--- src/rtl/waveform_meter.sv ---
`default_nettype none
// ----------------------------------------------------------------------------
// waveform_meter : per-channel high width / period of f and g, f&g overlap per
//                  f period, stuck-channel and sticky saturation flags.
// Revision       : 1.0  initial release
// ----------------------------------------------------------------------------
module waveform_meter #(
    parameter int CNT_W   = 12,
    parameter int TIMEOUT = 2000
) (
    input  logic             clock,
    input  logic             resetn,
    input  logic             f,
    input  logic             g,
    output logic [CNT_W-1:0] f_high_len,
    output logic [CNT_W-1:0] f_period,
    output logic [CNT_W-1:0] g_high_len,
    output logic [CNT_W-1:0] g_period,
    output logic [CNT_W-1:0] overlap_len,
    output logic             meas_valid,
    output logic             stuck_f,
    output logic             stuck_g,
    output logic             sat
);
    localparam int                IDLE_W     = $clog2(TIMEOUT + 1);
    localparam logic [CNT_W-1:0]  C_MAX      = '1;
    localparam logic [CNT_W-1:0]  C_ONE      = CNT_W'(1);
    localparam logic [IDLE_W-1:0] C_IDLE_MAX = '1;
    localparam logic [IDLE_W-1:0] C_IDLE_ONE = IDLE_W'(1);
    localparam logic [IDLE_W-1:0] C_TIMEOUT  = IDLE_W'(TIMEOUT);

    typedef enum logic [1:0] {
        ST_SYNC      = 2'd0,
        ST_WAIT_RISE = 2'd1,
        ST_RUN       = 2'd2
    } state_t;

    logic [1:0]       w_in;
    logic [1:0]       w_s;
    logic [1:0]       w_stuck;
    logic [1:0]       w_sat_ev;
    logic             w_ovl_sat;
    logic [CNT_W-1:0] w_high_len [2];
    logic [CNT_W-1:0] w_period   [2];

    assign w_in = {g, f};

    for (genvar i = 0; i < 2; i++) begin : g_ch
        state_t            r_state;
        state_t            w_state_nxt;
        logic              r_primed;
        logic              r_s;
        logic              r_p;
        logic              w_rise;
        logic              w_fall;
        logic [CNT_W-1:0]  r_period_cnt;
        logic [CNT_W-1:0]  r_high_cnt;
        logic [CNT_W-1:0]  r_high_len;
        logic [CNT_W-1:0]  r_period;
        logic [IDLE_W-1:0] r_idle;

        assign w_rise        = r_s & ~r_p;
        assign w_fall        = ~r_s & r_p;
        assign w_s[i]        = r_s;
        assign w_stuck[i]    = (r_idle >= C_TIMEOUT);
        assign w_high_len[i] = r_high_len;
        assign w_period[i]   = r_period;
        assign w_sat_ev[i]   = (r_state == ST_RUN) &&
                               ((w_rise && (r_period_cnt == C_MAX)) ||
                                (w_fall && (r_high_cnt == C_MAX)));

        // r_primed keeps SYNC from trusting the reset value of the sampler,
        // so a level already high at reset release is never seen as an edge.
        always_ff @(posedge clock or negedge resetn) begin
            if (!resetn) begin
                r_primed <= 1'b0;
                r_s      <= 1'b0;
                r_p      <= 1'b0;
                r_state  <= ST_SYNC;
            end else begin
                r_primed <= 1'b1;
                r_s      <= w_in[i];
                r_p      <= r_s;
                r_state  <= w_state_nxt;
            end
        end

        always_comb begin
            w_state_nxt = r_state;
            case (r_state)
                ST_SYNC:      if (r_primed && !r_s) w_state_nxt = ST_WAIT_RISE;
                ST_WAIT_RISE: if (w_rise) w_state_nxt = ST_RUN;
                ST_RUN:       w_state_nxt = ST_RUN;
                default:      w_state_nxt = ST_SYNC;
            endcase
        end

        always_ff @(posedge clock or negedge resetn) begin
            if (!resetn) begin
                r_period_cnt <= '0;
                r_high_cnt   <= '0;
                r_high_len   <= '0;
                r_period     <= '0;
                r_idle       <= '0;
            end else begin
                if (w_rise || w_fall) begin
                    r_idle <= '0;
                end else if (r_idle != C_IDLE_MAX) begin
                    r_idle <= r_idle + C_IDLE_ONE;
                end
                case (r_state)
                    ST_WAIT_RISE: begin
                        if (w_rise) begin
                            r_period_cnt <= C_ONE;
                            r_high_cnt   <= C_ONE;
                        end
                    end
                    ST_RUN: begin
                        if (w_rise) begin
                            r_period     <= r_period_cnt;
                            r_period_cnt <= C_ONE;
                            r_high_cnt   <= C_ONE;
                        end else begin
                            if (r_period_cnt != C_MAX) r_period_cnt <= r_period_cnt + C_ONE;
                            if (r_s && (r_high_cnt != C_MAX)) r_high_cnt <= r_high_cnt + C_ONE;
                        end
                        if (w_fall) r_high_len <= r_high_cnt;
                    end
                    default: ;
                endcase
            end
        end

        if (i == 0) begin : g_ovl
            logic [CNT_W-1:0] r_overlap_acc;

            assign w_ovl_sat = (r_state == ST_RUN) && w_rise && (r_overlap_acc == C_MAX);

            // The f rising-edge cycle itself belongs to the new f period.
            always_ff @(posedge clock or negedge resetn) begin
                if (!resetn) begin
                    r_overlap_acc <= '0;
                    overlap_len   <= '0;
                    meas_valid    <= 1'b0;
                end else begin
                    meas_valid <= 1'b0;
                    if ((r_state == ST_WAIT_RISE) && w_rise) begin
                        r_overlap_acc <= CNT_W'(w_s[1]);
                    end else if (r_state == ST_RUN) begin
                        if (w_rise) begin
                            overlap_len   <= r_overlap_acc;
                            r_overlap_acc <= CNT_W'(w_s[1]);
                            meas_valid    <= 1'b1;
                        end else if (w_s[0] && w_s[1] && (r_overlap_acc != C_MAX)) begin
                            r_overlap_acc <= r_overlap_acc + C_ONE;
                        end
                    end
                end
            end
        end
    end

    always_ff @(posedge clock or negedge resetn) begin
        if (!resetn) begin
            sat <= 1'b0;
        end else if ((|w_sat_ev) || w_ovl_sat) begin
            sat <= 1'b1;
        end
    end

    assign f_high_len = w_high_len[0];
    assign f_period   = w_period[0];
    assign g_high_len = w_high_len[1];
    assign g_period   = w_period[1];
    assign stuck_f    = w_stuck[0];
    assign stuck_g    = w_stuck[1];

endmodule
`default_nettype wire

--- config.mk ---
export PLATFORM = sky130hd
export DESIGN_NAME = waveform_meter
export DESIGN_NICKNAME = d
export VERILOG_FILES = /design/src/rtl/waveform_meter.sv
export SDC_FILE = /design/constraint.sdc
export NUM_CORES = 1
export LEC_CHECK = 0
export CAP_MARGIN = 0
export CELL_PAD_IN_SITES_DETAIL_PLACEMENT = 0
export CELL_PAD_IN_SITES_GLOBAL_PLACEMENT = 2
export CORE_MARGIN = 2
export CORE_UTILIZATION = 38
export DETAILED_ROUTE_END_ITERATION = 16
export GPL_TIMING_DRIVEN = 0
export PLACE_DENSITY_LB_ADDON = 0.12
export REMOVE_ABC_BUFFERS = 1
export SYNTH_ARGS = -nofsm -noshare
export SYNTH_HDL_FRONTEND = slang
export SYNTH_SLANG_ARGS = --single-unit
export TNS_END_PERCENT = 5
--- constraint.sdc ---
create_clock -name clock -period 2.5 [get_ports clock]
set_input_delay 0.25 -clock clock [delete_from_list [all_inputs] [get_ports clock]]
set_output_delay 0.25 -clock clock [all_outputs]
set_load 0.01 [all_outputs]
Word level (Yosys, flattened, before mapping)
Index checks and enable logic that the tools add are counted.

Flip-flop bits (word level): 153. Input bits: 4. Output and inout port bits: 64. Word-level logic and storage cells: 137.

Add/sub/neg operators: 7. Magnitude comparators: 2. Equal/unequal tests: 24. Mux-type cells: 31. Bitwise gates (word level): 9. Reductions and logical operators: 43.

Operators by type and width (count): 2-to-1 mux 12 bit (14); one-hot mux 12 bit (2 select lines) (4); adder 12 x 1 -> 12 bit (second input constant) (5); equality test 12 bit (second input constant) (5); inequality test 12 bit (second input constant) (5); 2-to-1 mux 11 bit (4); adder 11 x 1 -> 11 bit (second input constant) (2); >= comparator 11 bit (second input constant) (2); inequality test 11 bit (second input constant) (2); logical AND 1 bit (15); AND reduction 3 bit (5); AND reduction 2 bit (7); one-hot mux 2 bit (3 select lines) (2); nonzero test 2 bit (5); 2-to-1 mux 2 bit (4); inequality test 2 bit (second input constant) (4); inequality test 3 x 2 -> 1 bit (second input constant) (2); inequality test 3 bit (second input constant) (2); logical OR 1 bit (5); NOT 1 bit (5); AND 1 bit (4); equality test 2 x 1 -> 1 bit (second input constant) (2); equality test 2 bit (second input constant) (2); zero test 2 bit (2); other kinds (4) (7).

Logic depth before layout (Yosys ltp)
Gate-level depths: netlist of run 1.

Word-level depth: 7. Mapped depth: 9. Depth with buffers taken out: 7.

Least setup slack after synthesis of run 1
No wires, ideal clock.

Path type: reg-to-reg. From: reg g_ch[0].r_s. To: reg overlap_len[11]. Setup time: 0.125 ns. Data arrival time: 1.790 ns. Data required time: 2.375 ns. Slack: 0.585 ns. Cell stages (with the launch flop): 8. Path buffers: 3. Clock period less this slack: 1.915 ns. Cells stage by stage: dfrtp_1 > ha_1 > buf_4 > nand2_1 > or2_2 > clkbuf_1 > buf_2 > mux2_2.

Longest elaborated chain between the ends: 4.

Ends and longest elaborated chain: start, declared (line 52) `logic r_s;`; start signal, assigned (line 82) `r_s <= w_in[i];`; AND 1 bit (*) (line 62) `assign w_rise = r_s & ~r_p;`; logical AND 1 bit (line 147) `if ((r_state == ST_WAIT_RISE) && w_rise) begin`; NOT 1 bit (no line); AND reduction 3 bit (no line) (*); end signal, assigned (line 151) `overlap_len <= r_overlap_acc;`; end, declared (line 19) `output logic [CNT_W-1:0] overlap_len,`.

Mark *: on every way between the ends. The rest lies on a longest branch, timed or not. A chain may end at the register's enable or synchronous reset.

Worst setup path in the final report of run 1
From: reg g_ch[0].r_s. To: reg overlap_len[6].

Same word-level chain as after synthesis.

==> implementation parameters, run 1 <==
Parameter                              Value

Pwr
  Worst IR Drop VDD    between 0.4 and 0.5 mV
  Lkg Pwr    approximately 3.8 nW
  Power density cells    830 nW/um^2

Timing
  Final setup slack of the worst path    about 250 ps
  Post-route clock period utilization    90.0%
  Setup repair after global routing missed its margin    false
  Slew at the pin closest to its max-slew limit    between 800 and 900 ps
  Period minus WS final    about 2200 ps
  Number of slew-limit violations in the final report    0
  Final Hold Fails    0
  Maximum clock rate    ~0.44 GHz
  Total of endpoints with negative setup slack in the final report    0
  Post-Route Skew    about 6.4 ps
  Max-Slew Margin vs Limit    between 30% and 40%

Global routing
  GR Overflow Total    0
  Wire length of the first global-routing pass    between 20000 and 30000 um
  Global-route total usage across every layer    around 16%
  Number of antenna violations at the first check in global routing    0
  Maximum number of pins on one net before global-route repair    between 90 and 100
  Vias in the first global route    5105

Floorplanning
  Io pins    slightly below 70
  Total Die Area    20100 sq um
  Effective utilization at floorplan    around two fifths
  Die boundary width    roughly 140 um
  Vertical die dimension    142 um
  Core region area    18600 sq um
  Number of rows created at floorplan    50

Drt
  DRT iter0 DRCs    242
  Vias per inst    about 5.2
  DR vias    approximately 5100
  Final antenna-violating net count    0
  Post-detailed-route wirelength per cell    around 15 um
  Drt total wl    15000 um
  Detailed-router iteration count before antenna repair    4
  DRC viols    0

Layout
  Number of nets in the finished design    762
  Commonest cells after routing, fill and taps aside    sky130_fd_sc_hd__dfrtp_1, sky130_fd_sc_hd__clkdlybuf4s50_1, sky130_fd_sc_hd__nor2_1
  Antenna Cells    0
  Fill cell count    about 1700
  Synthesis-to-finish area growth    21.3%
  Most common cell after layout, fill and taps aside    sky130_fd_sc_hd__dfrtp_1
  Share of final-layout standard cells stronger than drive strength 1    a little over an eighth
  Final standard cell area without fillers    8740 sq um

Setup path
  WS Path Type    reg2reg
  End of the worst register-to-register path    overlap_len[6]
  Startpoint of the lowest-slack register-to-register path    g_ch[0].r_s
  Number of cells on the worst reg-to-reg path    4
  Worst endpoint data arrival time    roughly 2600 ps
  Critical path fanouts, max    18
  Required time of the worst setup path    2800 ps
  Flop-to-flop setup slack    approximately 250 ps
  Critical path endpoint category    flip-flop
  CP startpoint kind    flip-flop

Logic synthesis
  Fraction of registers with async set or reset after synthesis    100%
  Sequential cell area fraction in the yosys report    a little over half
  Count of synthesis-stage warnings from yosys    0
  Synthesized area per cell    10.8 sq um
  Number of library cell types mapped by synthesis    55
  Cell area after synthesis    slightly above 7000 sq um
  Cell count after synthesis    around 670
  Number of synthesized flops with an enable pin    0
  Seq cells post-synth    153
  Dominant synthesized flop cell    sky130_fd_sc_hd__dfrtp_1

Place
  Post-placement cell area    approximately 8100 sq um
  Place WS    -422 ps
  Global placer's final weighted congestion    ~0.75
  Port bufs    67
  Detailed placer's ending HPWL    10200 um

Clock network
  CTS root buf    sky130_fd_sc_hd__clkbuf_16
  H-tree lvl count    4
  Number of buffers inserted by post-CTS setup repair    0
  Cts bufs inserted    17
  Clock slew at the register clock pins of the worst setup and hold paths    60 ps
  CTS tree    done
  Later-pin clock latency in the skew report    420 ps
  Number of buffers on the longest clock path    2
  Clock sink count    153

Job
  Count of max-cap constraint violations    0

Hold path
  Worst Hold End    g_ch[0].r_s
  Worst hold path type    in2reg
  WHS Path Cells    1
  Hold_sp    f

Run status
  Outcome    complete, no violations
==> worst max-delay path, cell delays in order (launching register included) <==
cell	delay (ps)
sky130_fd_sc_hd__dfrtp_1	420
sky130_fd_sc_hd__ha_2	490
sky130_fd_sc_hd__nand2_2	350
sky130_fd_sc_hd__or2_2	540
sky130_fd_sc_hd__mux2_2	330
==> what timing repair did <==
action	in CTS	in global routing
pin swaps	0	0
setup endpoints to repair	21	3
hold buffers	1	0
resized for setup	3	1
hold endpoints to repair	60	0
==> power breakdown <==
group          leakage [nW]  switching [mW]  internal (mW)
clock network         0.299           0.977           1.71
registers              2.07           0.227           2.74
logic                  1.47           0.967          0.640
==> state kept, by name, indices dropped and copies added (netlist names) <==
signal / cells
g_ch.r_high_cnt: 24
g_ch.r_period_cnt: 24
g_ch.r_idle: 22
f_high_len: 12
f_period: 12
g_ch.g_ovl.r_overlap_acc: 12
g_high_len: 12
g_period: 12
overlap_len: 12
g_ch.r_state: 4
g_ch.r_p: 2
g_ch.r_s: 2
g_ch.r_primed: 1
meas_valid: 1
sat: 1
==> kinds of logic after synthesis <==
family | share of synthesized area [%]
buf+inv | 2.17
compound gates | 8.58
fa+ha+maj | 3.65
xor+xnor | 3.89
other cells | 0.0520
mux | 9.64
flops | 53.1
simple gates | 18.9
==> area by class of cell <==
cell class	instances	area (sq um)	area share, %
Multi-Input combinational cell	477	3230	36.9
Clock buffer	21	460	5.27
Tap cell	234	293	3.35
Clock inverter	9	148	1.69
Inverter	19	71.3	0.816
Timing Repair Buffer	69	709	8.12
Sequential cell	153	3830	43.8
==> worst max path at each step <==
stage                                  start                              to  slack, ps  depth (start not counted)
final                            g_ch[0].r_s                  overlap_len[6]        250                          4
after global placement                resetn               g_ch[0].r_idle[3]      -5170                          1
after global routing             g_ch[0].r_s                  overlap_len[2]         70                          4
after floorplan                  g_ch[0].r_p                  overlap_len[0]        310                          5
after CTS                 g_ch[0].r_state[0]  g_ch[0].g_ovl.r_overlap_acc[0]         80                          6
after detailed placement         g_ch[0].r_s                  overlap_len[6]       -420                          4
==> stage by stage <==
stage                     hold WS, ps  TNS [ps]  std cells  util, %  total power [mW]
after floorplan                 -45.6         0        649        -              3.98
after CTS                         320         0        982     46.9              7.37
after global routing              330         0        982     46.9              7.70
final                             343         0        982     46.9              7.25
after global placement            435   -794050        950     43.4              4.58
after detailed placement          272     -5810        951     43.5              4.64
==> layer usage <==
| layer | vias up | part of all wire (%) | track usage [%] |
|---|---|---|---|
| li1 | 2528 | - | - |
| met1 | 2521 | 49 | 21.1 |
| met2 | 71 | 47 | 25.7 |
| met3 | 15 | 2.7 | 3.61 |
| met4 | 0 | 1.1 | 5.00 |
| met5 | - | 0 | 0 |
==> cells in the mapped netlist, drive strengths merged (3+ instances only) <==
| master | n | area, sq um |
|---|---|---|
| dfrtp | 153 | 3830 |
| nor2 | 62 | 233 |
| mux2 | 59 | 664 |
| nand2 | 58 | 218 |
| o21ai | 39 | 210 |
| nand3 | 37 | 185 |
| nand4 | 22 | 138 |
| ha | 21 | 263 |
| xnor2 | 21 | 184 |
| nor3 | 20 | 100 |
| inv | 18 | 67.6 |
| and3 | 14 | 87.6 |
| a21oi | 13 | 65.1 |
| clkbuf | 12 | 45.0 |
| xor2 | 11 | 96.3 |
| a31oi | 9 | 56.3 |
| o211ai | 9 | 67.6 |
| or4 | 9 | 71.3 |
| buf | 7 | 40.0 |
| nand2b | 7 | 43.8 |
| nor4 | 7 | 58.8 |
| and2 | 6 | 37.5 |
| and4 | 6 | 52.6 |
| or3 | 6 | 37.5 |
| nor2b | 4 | 25.0 |
| nor3b | 4 | 30.0 |
| o21a | 4 | 30.0 |
| mux2i | 3 | 30.0 |
| o41ai | 3 | 26.3 |
| or2 | 3 | 18.8 |
(Power assumes the default switching activity.)
==> run 2, diff against run 1 <==
--- a/config.mk
+++ b/config.mk
@@ -11,7 +11,7 @@
 export CORE_MARGIN = 2
 export CORE_UTILIZATION = 38
 export DETAILED_ROUTE_END_ITERATION = 16
-export GPL_TIMING_DRIVEN = 0
+export HOLD_SLACK_MARGIN = 0.05
 export PLACE_DENSITY_LB_ADDON = 0.12
 export REMOVE_ABC_BUFFERS = 1
 export SYNTH_ARGS = -nofsm -noshare
==> run 2 against run 1 <==
Non-clock buffer count up 14. Die area unchanged. Total power up 3.2%. Critical path depth up 3. Critical path type unchanged. Largest cell class unchanged.
==> implementation parameters, run 2 (synthesis results as in run 1) <==
Parameter                              Value

Run status
  Outcome    complete, no violations

Drt
  DRC viols    0
  Detailed-router iteration count before antenna repair    4
  Drt total wl    15300 um
  Post-detailed-route wirelength per cell    15.3 um
  Final antenna-violating net count    0
  Vias per inst    around 5.3
  DRT iter0 DRCs    around 210
  DR vias    around 5300

Global routing
  Vias in the first global route    5241
  Number of antenna violations at the first check in global routing    0
  Global-route met1 utilization    a little under a quarter
  GR Overflow Total    0
  Global-route met2 utilization    26.3%
  Peak-usage layer in the global routing report    met2
  Global-route total usage across every layer    between 10% and 20%
  Maximum number of pins on one net before global-route repair    62
  Wire length of the first global-routing pass    about 27000 um
  Met3 demand-to-capacity share in global routing    3.58%

Layout
  Leading registers by flop count    g_ch.r_high_cnt (24), g_ch.r_period_cnt (24), g_ch.r_idle (22)
  Commonest cells after routing, fill and taps aside    sky130_fd_sc_hd__dfrtp_1, sky130_fd_sc_hd__clkdlybuf4s50_1, sky130_fd_sc_hd__nor2_1
  Most common cell after layout, fill and taps aside    sky130_fd_sc_hd__dfrtp_1
  Synthesis-to-finish area growth    23.3%
  Core occupancy in the finished layout    around 48%
  Fill cell count    between 1500 and 2000
  Number of nets in the finished design    between 700 and 800
  Share of final-layout standard cells stronger than drive strength 1    between 10% and 20%
  Antenna Cells    0

Timing
  Number of slew-limit violations in the final report    0
  Total of endpoints with negative setup slack in the final report    0
  Final setup slack of the worst path    241 ps
  Post-Route Skew    8.07 ps
  Period minus WS final    between 2000 and 2500 ps
  Max-Slew Margin vs Limit    61.2%
  Final Hold Fails    0
  Setup repair after global routing missed its margin    false
  Slew at the pin closest to its max-slew limit    ~580 ps
  Post-Route Setup TNS    0 ps
  Maximum clock rate    roughly 0.44 GHz
  Post-route clock period utilization    between 90% and 100%

Hold path
  Worst hold path type    in2reg
  Worst Hold End    g_ch[1].r_s
  WHS Path Cells    1
  Hold_sp    g

Floorplanning
  Total Die Area    ~20000 sq um
  Core region area    about 19000 sq um
  Io pins    68
  Vertical die dimension    roughly 140 um
  Die boundary width    142 um
  Number of rows created at floorplan    50
  Effective utilization at floorplan    between 30% and 40%

Setup path
  Number of cells on the worst reg-to-reg path    7
  Critical path startpoint    g_ch[0].r_state[0]
  CP startpoint kind    flip-flop
  Critical path endpoint category    flip-flop
  Startpoint of the lowest-slack register-to-register path    g_ch[0].r_state[0]
  WS Path Type    reg2reg
  Flop-to-flop setup slack    240 ps
  Worst endpoint data arrival time    2610 ps
  Critical path fanouts, max    8
  End of the worst register-to-register path    g_ch[0].r_high_cnt[3]
  Required time of the worst setup path    approximately 2900 ps

Clock network
  Number of buffers on the longest clock path    2
  Number of buffers inserted by post-CTS setup repair    0
  Clock slew at the register clock pins of the worst setup and hold paths    roughly 60 ps
  CTS root buf    sky130_fd_sc_hd__clkbuf_16
  CTS tree    done
  H-tree lvl count    4
  Clock sink count    roughly 150
  Later-pin clock latency in the skew report    approximately 400 ps
  Cts bufs inserted    17

Pwr
  Power density cells    between 800 and 900 nW/um^2
  Worst IR Drop VDD    0.487 mV
  Lkg Pwr    slightly below 4 nW
  Final Total Pwr    ~7.5 mW

Place
  Port bufs    67
  Place WS    roughly 260 ps
  Detailed placer's ending HPWL    about 11000 um
  Global placer's final weighted congestion    approximately 0.75

Job
  Count of max-cap constraint violations    0
==> run 2: through the flow <==
stage | instances | cell area (sq um) | hold WS [ps]
global route | 998 | 8880 | 294
CTS | 998 | 8880 | 295
detailed placement | 965 | 8220 | 206
finish | 998 | 8880 | 314
global placement | 965 | 8220 | 199
floorplan | 649 | 7120 | -45.6
==> run 2: repair_timing <==
item,in CTS,in global routing
resized for setup,0,0
endpoints found under the hold margin,42,0
hold buffers,1,0
==> run 2: power breakdown <==
part | total [mW] | leakage [nW] | switching (mW) | internal [mW]
Combinational | 1.68 | 1.54 | 0.983 | 0.701
Sequential | 2.97 | 2.07 | 0.229 | 2.74
Clock | 2.84 | 0.320 | 1.01 | 1.82
==> run 2: area by class of cell <==
class | count | area (sq um) | share of cell area, %
flip-flops and latches | 153 | 3830 | 43.1
multi-input cells | 477 | 3220 | 36.2
repair buffers | 83 | 820 | 9.22
clock buffers | 20 | 457 | 5.14
well taps | 234 | 293 | 3.30
clock inverters | 12 | 195 | 2.20
inverters | 19 | 71.3 | 0.803
==> run 2: how the worst max path moves through the flow <==
stage	to	slack [ps]	cells after the start
2_1_floorplan	overlap_len[0]	310	5
3_5_place_dp	g_ch[0].r_high_cnt[3]	260	7
4_1_cts	g_ch[0].r_high_cnt[3]	230	7
5_1_grt	g_ch[0].r_period_cnt[3]	80	7
6_report	g_ch[0].r_high_cnt[3]	240	7
3_3_place_gp	g_ch[0].r_period_cnt[3]	330	7
==> run 2: metal layers <==
metal / routed length, um / up-vias
li1: - / 2559
met1: 7540 / 2642
met2: 7220 / 58
met3: 406 / 10
met4: 131 / 0
met5: 0 / -
==> run 2: critical path: stages, from the launching register on <==
cell and delay (ps):
sky130_fd_sc_hd__dfrtp_1 350, sky130_fd_sc_hd__inv_1 80, sky130_fd_sc_hd__ha_1 280, sky130_fd_sc_hd__or2_1 330, sky130_fd_sc_hd__and2_0 330, sky130_fd_sc_hd__buf_4 240
sky130_fd_sc_hd__or4_1 510, sky130_fd_sc_hd__nand2_1 90
==> run 3, diff against run 2 <==
--- a/config.mk
+++ b/config.mk
@@ -9,7 +9,7 @@
 export CELL_PAD_IN_SITES_DETAIL_PLACEMENT = 0
 export CELL_PAD_IN_SITES_GLOBAL_PLACEMENT = 2
 export CORE_MARGIN = 2
-export CORE_UTILIZATION = 38
+export CORE_UTILIZATION = 25
 export DETAILED_ROUTE_END_ITERATION = 16
 export HOLD_SLACK_MARGIN = 0.05
 export PLACE_DENSITY_LB_ADDON = 0.12
==> run 3 against run 2 <==
Largest power group unchanged. Via count barely moved. First-iteration DRC count fell by 3.8%. Routed wire length rose by 15%. Clock skew rose by 6.9 ps.
==> implementation parameters, run 3 (synthesis results as in run 1) <==
Parameter                              Value

Drt
  Vias per inst    ~4.6
  DRT iter0 DRCs    slightly above 200
  DR vias    about 5300
  DRC viols    0
  Detailed-router iteration count before antenna repair    4
  Post-detailed-route wirelength per cell    between 15 and 20 um
  Drt total wl    17700 um
  Final antenna-violating net count    0

Hold path
  Worst hold path type    in2reg
  Hold_sp    f

Floorplanning
  Vertical die dimension    174 um
  Io pins    a little under 70
  Die boundary width    174 um
  Effective utilization at floorplan    25.2%
  Total Die Area    30200 sq um
  Number of rows created at floorplan    62
  Core region area    approximately 29000 sq um

Global routing
  Number of antenna violations at the first check in global routing    0
  Vias in the first global route    ~5300
  Peak-usage layer in the global routing report    met2
  Wire length of the first global-routing pass    ~30000 um
  Global-route met2 utilization    18.9%
  Met3 demand-to-capacity share in global routing    between 2 and 3%
  Maximum number of pins on one net before global-route repair    49
  Global-route total usage across every layer    12.2%
  GR Overflow Total    0
  Global-route met1 utilization    between 15 and 20%

Timing
  Hold Worst Slack    324 ps
  Total of endpoints with negative setup slack in the final report    0
  Post-route clock period utilization    about 90%
  Post-Route Skew    approximately 15 ps
  Max-Slew Margin vs Limit    57.7%
  Maximum clock rate    0.446 GHz
  Slew at the pin closest to its max-slew limit    approximately 630 ps
  Number of slew-limit violations in the final report    0
  Period minus WS final    ~2200 ps
  Post-Route Setup TNS    0 ps
  Setup repair after global routing missed its margin    false
  Final Hold Fails    0

Setup path
  Critical path fanouts, max    6
  Worst endpoint data arrival time    a little under 2000 ps
  Crit path cell chain    and3_1 -> nand3_1 -> nor2_1 -> clkdlybuf4s50_1
  Delay of the slowest cell on the worst path    approximately 600 ps
  Critical path endpoint category    primary output
  CP startpoint kind    flip-flop
  Required time of the worst setup path    approximately 2300 ps
  WS Path Type    reg2out
  Startpoint of the lowest-slack register-to-register path    g_ch[0].r_high_cnt[0]
  Slowest stage cell, crit path    sky130_fd_sc_hd__clkdlybuf4s50_1
  Critical path startpoint    g_ch[1].r_idle[6]

Clock network
  Post-CTS Resized    0
  Number of buffers inserted by post-CTS setup repair    0
  Number of hold-repair buffers added at the cts stage    1
  Cts bufs inserted    17
  Clock slew at the register clock pins of the worst setup and hold paths    roughly 70 ps
  Later-pin clock latency in the skew report    roughly 420 ps
  Clock sink count    153
  CTS root buf    sky130_fd_sc_hd__clkbuf_16
  Number of buffers on the longest clock path    2
  CTS tree    done
  H-tree lvl count    4

Pwr
  Lkg Pwr    ~3.9 nW
  Worst IR Drop VDD    around 0.35 mV
  Final Total Pwr    between 7 and 8 mW
  Power density cells    821 nW/um^2

Layout
  Leading registers by flop count    g_ch.r_high_cnt (24), g_ch.r_period_cnt (24), g_ch.r_idle (22)
  Synthesis-to-finish area growth    25.5%
  Most common cell after layout, fill and taps aside    sky130_fd_sc_hd__dfrtp_1
  Antenna Cells    0
  Number of nets in the finished design    just under 800
  Share of final-layout standard cells stronger than drive strength 1    15.3%
  Fill cell count    between 2000 and 3000
  Commonest cells after routing, fill and taps aside    sky130_fd_sc_hd__dfrtp_1, sky130_fd_sc_hd__clkdlybuf4s50_1, sky130_fd_sc_hd__nor2_1

Job
  Count of max-cap constraint violations    0

Place
  Global placer's final weighted congestion    between 0.7 and 0.8
  Detailed placer's ending HPWL    around 13000 um
  Port bufs    67

Run status
  Outcome    complete, no violations
==> run 3: cell count changes in the layout (fill, tap and decap cells not counted), sizes merged <==
| cell | change |
|---|---|
| buf | +2 |
| bufinv | -2 |
| clkbuf | -1 |
| clkinv | -2 |
| clkinvlp | +1 |
| inv | +4 |
==> run 3: stage by stage <==
stage                     instance area (sq um)  instances  setup WS, ps  util, %
after floorplan                            7120        649           309        -
after global placement                     8430       1117           357     29.5
after detailed placement                   8430       1117           299     29.5
after CTS                                  9040       1150           203     31.7
after global routing                       9040       1150           112     31.7
final                                      9040       1150           257     31.7
==> run 3: path summary, 6_finish.rpt <==
kind | endpoint | slack (ps) | depth (start not counted)
max | stuck_g | 260 | 4
min | g_ch[0].r_s | 320 | 1
max reg2reg | g_ch[0].r_high_cnt[11] | 290 | 6
min reg2reg | g_ch[0].r_p | 480 | 0
max in group asynchronous | g_ch[0].r_period_cnt[10] | 1490 | 3
min in group asynchronous | meas_valid | 340 | 2
==> run 3: final cells by class <==
class,count,area [sq um],share of cell area (%)
Inverter,19,71.3,0.789
Clock inverter,13,164,1.81
Sequential cell,153,3830,42.3
Multi-Input combinational cell,477,3220,35.6
Timing Repair Buffer,85,835,9.23
Clock buffer,19,443,4.90
Tap cell,384,480,5.31
==> run 3: critical path, delay by kind of cell (launching register included) <==
family	cells	cell delay, ps
AND/OR/NAND/NOR	3	550
buffers and inverters	1	600
flip-flops	1	420
==> run 3: power by group <==
group	switching (mW)	internal, mW
combinational	1.03	0.714
sequential	0.243	2.73
clock	1.09	1.61
==> run 3: layer usage <==
layer  wire length, um  up-vias
met2              8120       74
met1              8790     2613
li1                  -     2568
met4               218        0
met3               535       11
met5                 0        -
